### src/rtl/serial_adder4.sv
// Bit-serial 4-bit unsigned adder: one full-adder slice plus a carry flop.
// Operands load in one cycle, bits sum LSB first, {cout, s} lands with a done pulse.
module serial_adder4 (
    input  logic       clk,
    input  logic       rst,
    input  logic       start,
    input  logic [3:0] a,
    input  logic [3:0] b,
    output logic [3:0] s,
    output logic       cout,
    output logic       busy,
    output logic       done
);

    // One-hot codes; any other pattern falls back to IDLE.
    typedef enum logic [2:0] {
        IDLE = 3'b001,
        RUN  = 3'b010,
        DONE = 3'b100
    } state_t;

    state_t     r_state;
    state_t     w_state_nxt;

    logic [3:0] r_ra;
    logic [3:0] r_rb;
    logic [3:0] r_acc;
    logic [1:0] r_cnt;
    logic       r_c;
    logic [3:0] r_s;
    logic       r_cout;
    logic       r_busy;
    logic       r_done;

    logic       w_sum;
    logic       w_carry;
    logic       w_load;
    logic       w_last;

    assign w_sum   = r_ra[0] ^ r_rb[0] ^ r_c;
    assign w_carry = (r_ra[0] & r_rb[0]) | (r_ra[0] & r_c) | (r_rb[0] & r_c);
    assign w_last  = (r_cnt == 2'd3);

    always_comb begin
        w_state_nxt = IDLE;
        w_load      = 1'b0;
        case (r_state)
            IDLE: begin
                if (start) begin
                    w_state_nxt = RUN;
                    w_load      = 1'b1;
                end else begin
                    w_state_nxt = IDLE;
                end
            end
            RUN: begin
                w_state_nxt = w_last ? DONE : RUN;
            end
            DONE: begin
                if (start) begin
                    w_state_nxt = RUN;
                    w_load      = 1'b1;
                end else begin
                    w_state_nxt = IDLE;
                end
            end
            default: begin
                w_state_nxt = IDLE;
            end
        endcase
    end

    always_ff @(posedge clk) begin
        if (rst) begin
            r_state <= IDLE;
            r_ra    <= 4'd0;
            r_rb    <= 4'd0;
            r_acc   <= 4'd0;
            r_cnt   <= 2'd0;
            r_c     <= 1'b0;
            r_s     <= 4'd0;
            r_cout  <= 1'b0;
            r_busy  <= 1'b0;
            r_done  <= 1'b0;
        end else begin
            r_state <= w_state_nxt;
            r_busy  <= (w_state_nxt == RUN);
            r_done  <= (w_state_nxt == DONE);
            if (w_load) begin
                r_ra  <= a;
                r_rb  <= b;
                r_acc <= 4'd0;
                r_cnt <= 2'd0;
                r_c   <= 1'b0;
            end else if (r_state == RUN) begin
                r_ra  <= {1'b0, r_ra[3:1]};
                r_rb  <= {1'b0, r_rb[3:1]};
                r_acc <= {w_sum, r_acc[3:1]};
                r_c   <= w_carry;
                r_cnt <= r_cnt + 2'd1;
                // Result registers only move on the final bit.
                if (w_last) begin
                    r_s    <= {w_sum, r_acc[3:1]};
                    r_cout <= w_carry;
                end
            end
        end
    end

    assign s    = r_s;
    assign cout = r_cout;
    assign busy = r_busy;
    assign done = r_done;

endmodule

### config.mk
export PLATFORM = sky130hd
export DESIGN_NAME = serial_adder4
export DESIGN_NICKNAME = d
export VERILOG_FILES = /design/src/rtl/serial_adder4.sv
export SDC_FILE = /design/constraint.sdc
export NUM_CORES = 1
export LEC_CHECK = 0
export ABC_AREA = 0
export CORE_UTILIZATION = 35
export DETAILED_ROUTE_END_ITERATION = 6
export GPL_TIMING_DRIVEN = 1
export PLACE_DENSITY_LB_ADDON = 0.15
export SLEW_MARGIN = 20
export SYNTH_ARGS = -nofsm -noshare
export SYNTH_HDL_FRONTEND = slang
export SYNTH_SLANG_ARGS = --single-unit
### constraint.sdc
create_clock -name clk -period 2.5 [get_ports clk]
set_input_delay 0.25 -clock clk [delete_from_list [all_inputs] [get_ports clk]]
set_output_delay 0.25 -clock clk [all_outputs]
set_load 0.1 [all_outputs]
* Word level (Yosys, flattened, before mapping)
Cells that the tools add are included.
Operators by class: add/subtract/negate cells 1, muxes and demuxes 9, equal/unequal tests 6, bitwise logic cells 8, reductions and logical operators 4
Operators with widths (count):
- $mux 4 | 4
- $eq 3x2->1 const B | 2
- $eq 3x3->1 const B | 2
- $pmux 3 s2 | 1
- $reduce_or 2->1 | 2
- $and 1x1->1 | 3
- $eq 3x1->1 const B | 1
- $mux 3 | 1
- $reduce_and 3->1 | 1
- $add 2x1->2 const B | 1
- $eq 2x2->1 const B | 1
- $mux 1 | 2
- $mux 2 | 1
- $or 1x1->1 | 2
- $reduce_bool 2->1 | 1
- $xor 1x1->1 | 2
- $not 1->1 | 1
Storage, ports and cells: output and inout port bits 7, input port bits 11, word-level logic and storage cells 38, flip-flop bits (word level) 25

* Depth between registers and ports, before layout
word-level depth 5, gate-level depth with buffers 5, depth with buffers taken out 4

* Worst setup path after synthesis
Ideal clock, no wire load.
path kind register to register, start point reg r_state[0], end point reg r_c, arrival time 1.155 ns, setup slack 1.210 ns, library setup time 0.134 ns, cell stages (with the launch flop) 6, cell sequence dfxtp_1 > buf_4 > or3b_4 > buf_6 > mux2i_1 > nor3_1
Between the ends: cells in the longest elaborated chain, start to end 4, elaborated cells on any way between the ends 6, classes of those cells eq/ne: 3; mux: 1; reduce/logical: 2
RTL lines:
- start: declaration | line 22 | state_t r_state;
- start signal: assignment | line 86 | r_state <= w_state_nxt;
- $eq 3x3->1 / $eq 3x1->1 (equally long branches) | line 47 | case (r_state)
- $reduce_or 2->1 (no line)
- $mux 1
- $reduce_or 2->1 (no line)
- end signal: assignment | line 99 | r_c <= w_carry;
- end: declaration | line 29 | logic r_c;
Parallel ways exist; a longest one is shown, timed or not. A chain may end at the register's enable or synchronous reset.

* Worst setup path in the final report
start point reg r_state[0], end point reg r_rb[2]
Between the ends: cells in the longest elaborated chain, start to end 4, elaborated cells on any way between the ends 7, classes of those cells eq/ne: 3; mux: 2; reduce/logical: 2
RTL lines:
- $eq 3x3->1 / $eq 3x1->1 (equally long branches) | line 47
- $reduce_or 2->1 (no line)
- $mux 1
- $mux 4 / $reduce_bool 2->1 (equally long branches)
- end signal: assignment | line 97 | r_rb <= {1'b0, r_rb[3:1]};
- end: declaration | line 26 | logic [3:0] r_rb;
Parallel ways exist; a longest one is shown, timed or not.

==> results.yml <==
run_status:
  outcome: "complete, no violations"
global_route:
  grt_pass1_vias: 790
  track_usage_pct: 14.16
  grt_max_degree: 25
  grt_antenna_before_repair: 0
  gr-total-overflow: 0
  grt_pass1_wl_mm: 3.484
clock_network:
  cts-resized-gates: 0
  cts.sinks: 24
  clk_pin_slew_ns: 0.13
  numCtsBuffers: 3
  clkLatencyLatePin_ns: 0.31
  cts_hold_buffers: 0
  postCtsSetupBuffers: 0
  tritoncts: "built"
  clk_root_buffer_cell: "clkbuf_4"
  clockBufferDepth: 2
  cts-htree-levels: 1
timing:
  skew_ns: 0.003427
  maxSlewViolCount: 0
  max_slew.worst_pin.slew_ns: 0.9333
  rsz0062_at_grt: "false"
  clock.fmax_mhz: 672.5
  hold_viol: 0
  finalCritPeriodShare_pct: 59.48
  slew_headroom_pct: 37.59
  setup_viol: 0
  finalCriticalPeriod_ns: 1.487
  fin_hold_ws_ns: 0.4641
  tns_ns: 0
synthesis:
  synth.avg_cell_area_um2: 9.829
  synth.distinct_cells: 28
  syn_inst: 104
  synth_adder_area_share_pct: 3.182
  yosys-mux-area-fraction_pct: 4.896
  syn_area_um2: 1022
  synth-seq-cells: 24
  synth-seq-area-share_pct: 47.00
  yosysWarnings: 0
  synth_edf_count: 0
  synth_top_family_by_area: "simple AND/OR/NAND/NOR gates"
  yosys.area_share.simple_pct: 19.46
  synthArstFlopShare_pct: 0
  ys.flop_type: "dfxtp_1"
  syn_nets: 117
  synthXorXnorAreaFrac_pct: 4.039
  synth_compound_area_share_pct: 16.89
setup_path:
  required_ns: 2.71
  crit_chain: "xor2_2 -> nand2_1 -> a311oi_1"
  crit_type: "reg -> reg"
  cp_slowest_cell: "dfxtp_1"
  cp-end-kind: "register"
  startpoint_type: "register"
  arrival_ns: 1.70
  critical_path.top_delay_family: "flip-flops"
  cp_num_buf_inv: 0
  crit_path_max_fanout: 7
  critical-path-max-stage-delay_ns: 0.55
final_layout:
  antennaDiodeCount: 0
  synthToLayoutAreaGrowth_pct: 18.48
  drive_above_1_share_pct: 16.10
  final_nets: 132
  fillerInstances: 288
placed_design:
  port_buffers: 17
  gp_congestion: 0.7599
  hpwlAfterDp_mm: 1.441
floorplanning:
  dieWidth_um: 56.05
  coreArea_um2: 2758
  io_pins: 18
  die_area_um2: 3141
  die_h_um: 56.05
  num_rows: 19
  initial_core_util_pct: 37.07
power_and_ir_drop:
  power_density_nw_per_um2: 578.5
  p_leak_uw: 0.0004279
  ir_drop_v: 0.0002560
detailed_routing:
  viasPerCell: 5.537
  wl_per_cell_um: 14.32
  drt-total-wl_mm: 2.134
  final_antenna_net_count: 0
  drt_first_pass_iters: 4
  via_count: 825
  drc: 0
  drtIter0Drc: 13
run:
  maxCapViolations: 0
min_path:
  hold_class: "reg -> reg"
path summary, 6_finish.rpt:
| path | from | to | slack [ns] | depth (start not counted) |
|---|---|---|---|---|
| setup reg to reg | r_state[0] | r_rb[2] | 1.01 | 3 |
| setup / recovery | r_state[0] | r_rb[2] | 1.01 | 3 |
| hold reg to reg | s[1] | s[1] | 0.46 | 2 |
| hold / removal | s[1] | s[1] | 0.46 | 2 |
stage by stage:
step	cells	total power, uW	util, %	setup slack [ns]	cell area, um^2
floorplan	104	472.4	-	1.210	1022
finish	149	700.6	43.92	1.013	1211
CTS	149	709.3	43.92	1.004	1211
global placement	145	500.4	42.60	0.7932	1175
detailed placement	145	501.6	42.60	0.7326	1175
global route	149	731.5	43.92	0.8896	1211
worst register-to-register path, cell delays in order (launching register included):
cell      delay, ns
dfxtp_1        0.55
xor2_2         0.31
nand2_1        0.24
a311oi_1       0.29
flip-flops by register name, indices dropped and copies added (netlist names):
name / cells
done: 1
s: 4
r_ra: 4
busy: 1
r_state: 3
r_c: 1
cout: 1
r_rb: 4
r_cnt: 2
r_acc: 3
power breakdown:
| part | total, uW | switching [uW] | internal, uW |
|---|---|---|---|
| sequential | 410 | 12.8 | 397 |
| combinational | 84.2 | 47.0 | 37.3 |
| clock | 207 | 118 | 88.9 |
| total | 701 | 178 | 523 |
Yosys cell counts, drive strengths merged, types with 3 or more instances:
library cell,count,area (um^2)
clkbuf,4,15.01
dfxtp,24,480.5
mux2i,5,50.05
a32oi,3,26.28
nor2,4,15.01
buf,4,31.27
nand2,15,56.30
a311oi,3,26.28
nor3,9,45.04
o211ai,5,37.54
a21oi,10,50.05
placed cells by master (no fill, tap or decap), drive strengths merged:
cell type,instances
clkdlybuf4s50,10
nand4,2
nand2b,1
clkbuf,4
nand3,2
fa,1
a311oi,3
a21o,1
nand2,15
xnor2,2
ha,1
nand4bb,1
a21oi,10
dfxtp,24
buf,8
mux2i,5
a32oi,3
and4bb,1
nor2,4
xor2,1
nor3,9
or3b,1
a211oi,2
nor2b,1
nor3b,1
o211ai,5
metal layers:
| metal | wire [um] | GRT usage [%] | up-vias |
|---|---|---|---|
| met3 | 94 | 2.791 | 2 |
| met4 | 13 | 8.014 | 0 |
| li1 | - | - | 404 |
| met5 | 0 | 0 | - |
| met1 | 996 | 18.49 | 402 |
| met2 | 1030 | 21.77 | 17 |
cell families after synthesis:
family | Yosys count
flip-flops | 24
AND/OR/NAND/NOR | 38
buffers and inverters | 8
multiplexers | 5
adder cells (fa/ha/maj) | 2
AO/OA/AOI/OAI | 24
XOR/XNOR | 3
area by class of cell:
| cell class | count | area (um^2) | share of cell area (%) |
|---|---|---|---|
| Sequential cell | 24 | 480.5 | 39.67 |
| Timing Repair Buffer | 18 | 160.2 | 13.22 |
| Clock buffer | 4 | 36.28 | 2.996 |
| Multi-Input combinational cell | 72 | 495.5 | 40.91 |
| Tap cell | 31 | 38.79 | 3.202 |
Power figures use the tool's default switching activity.
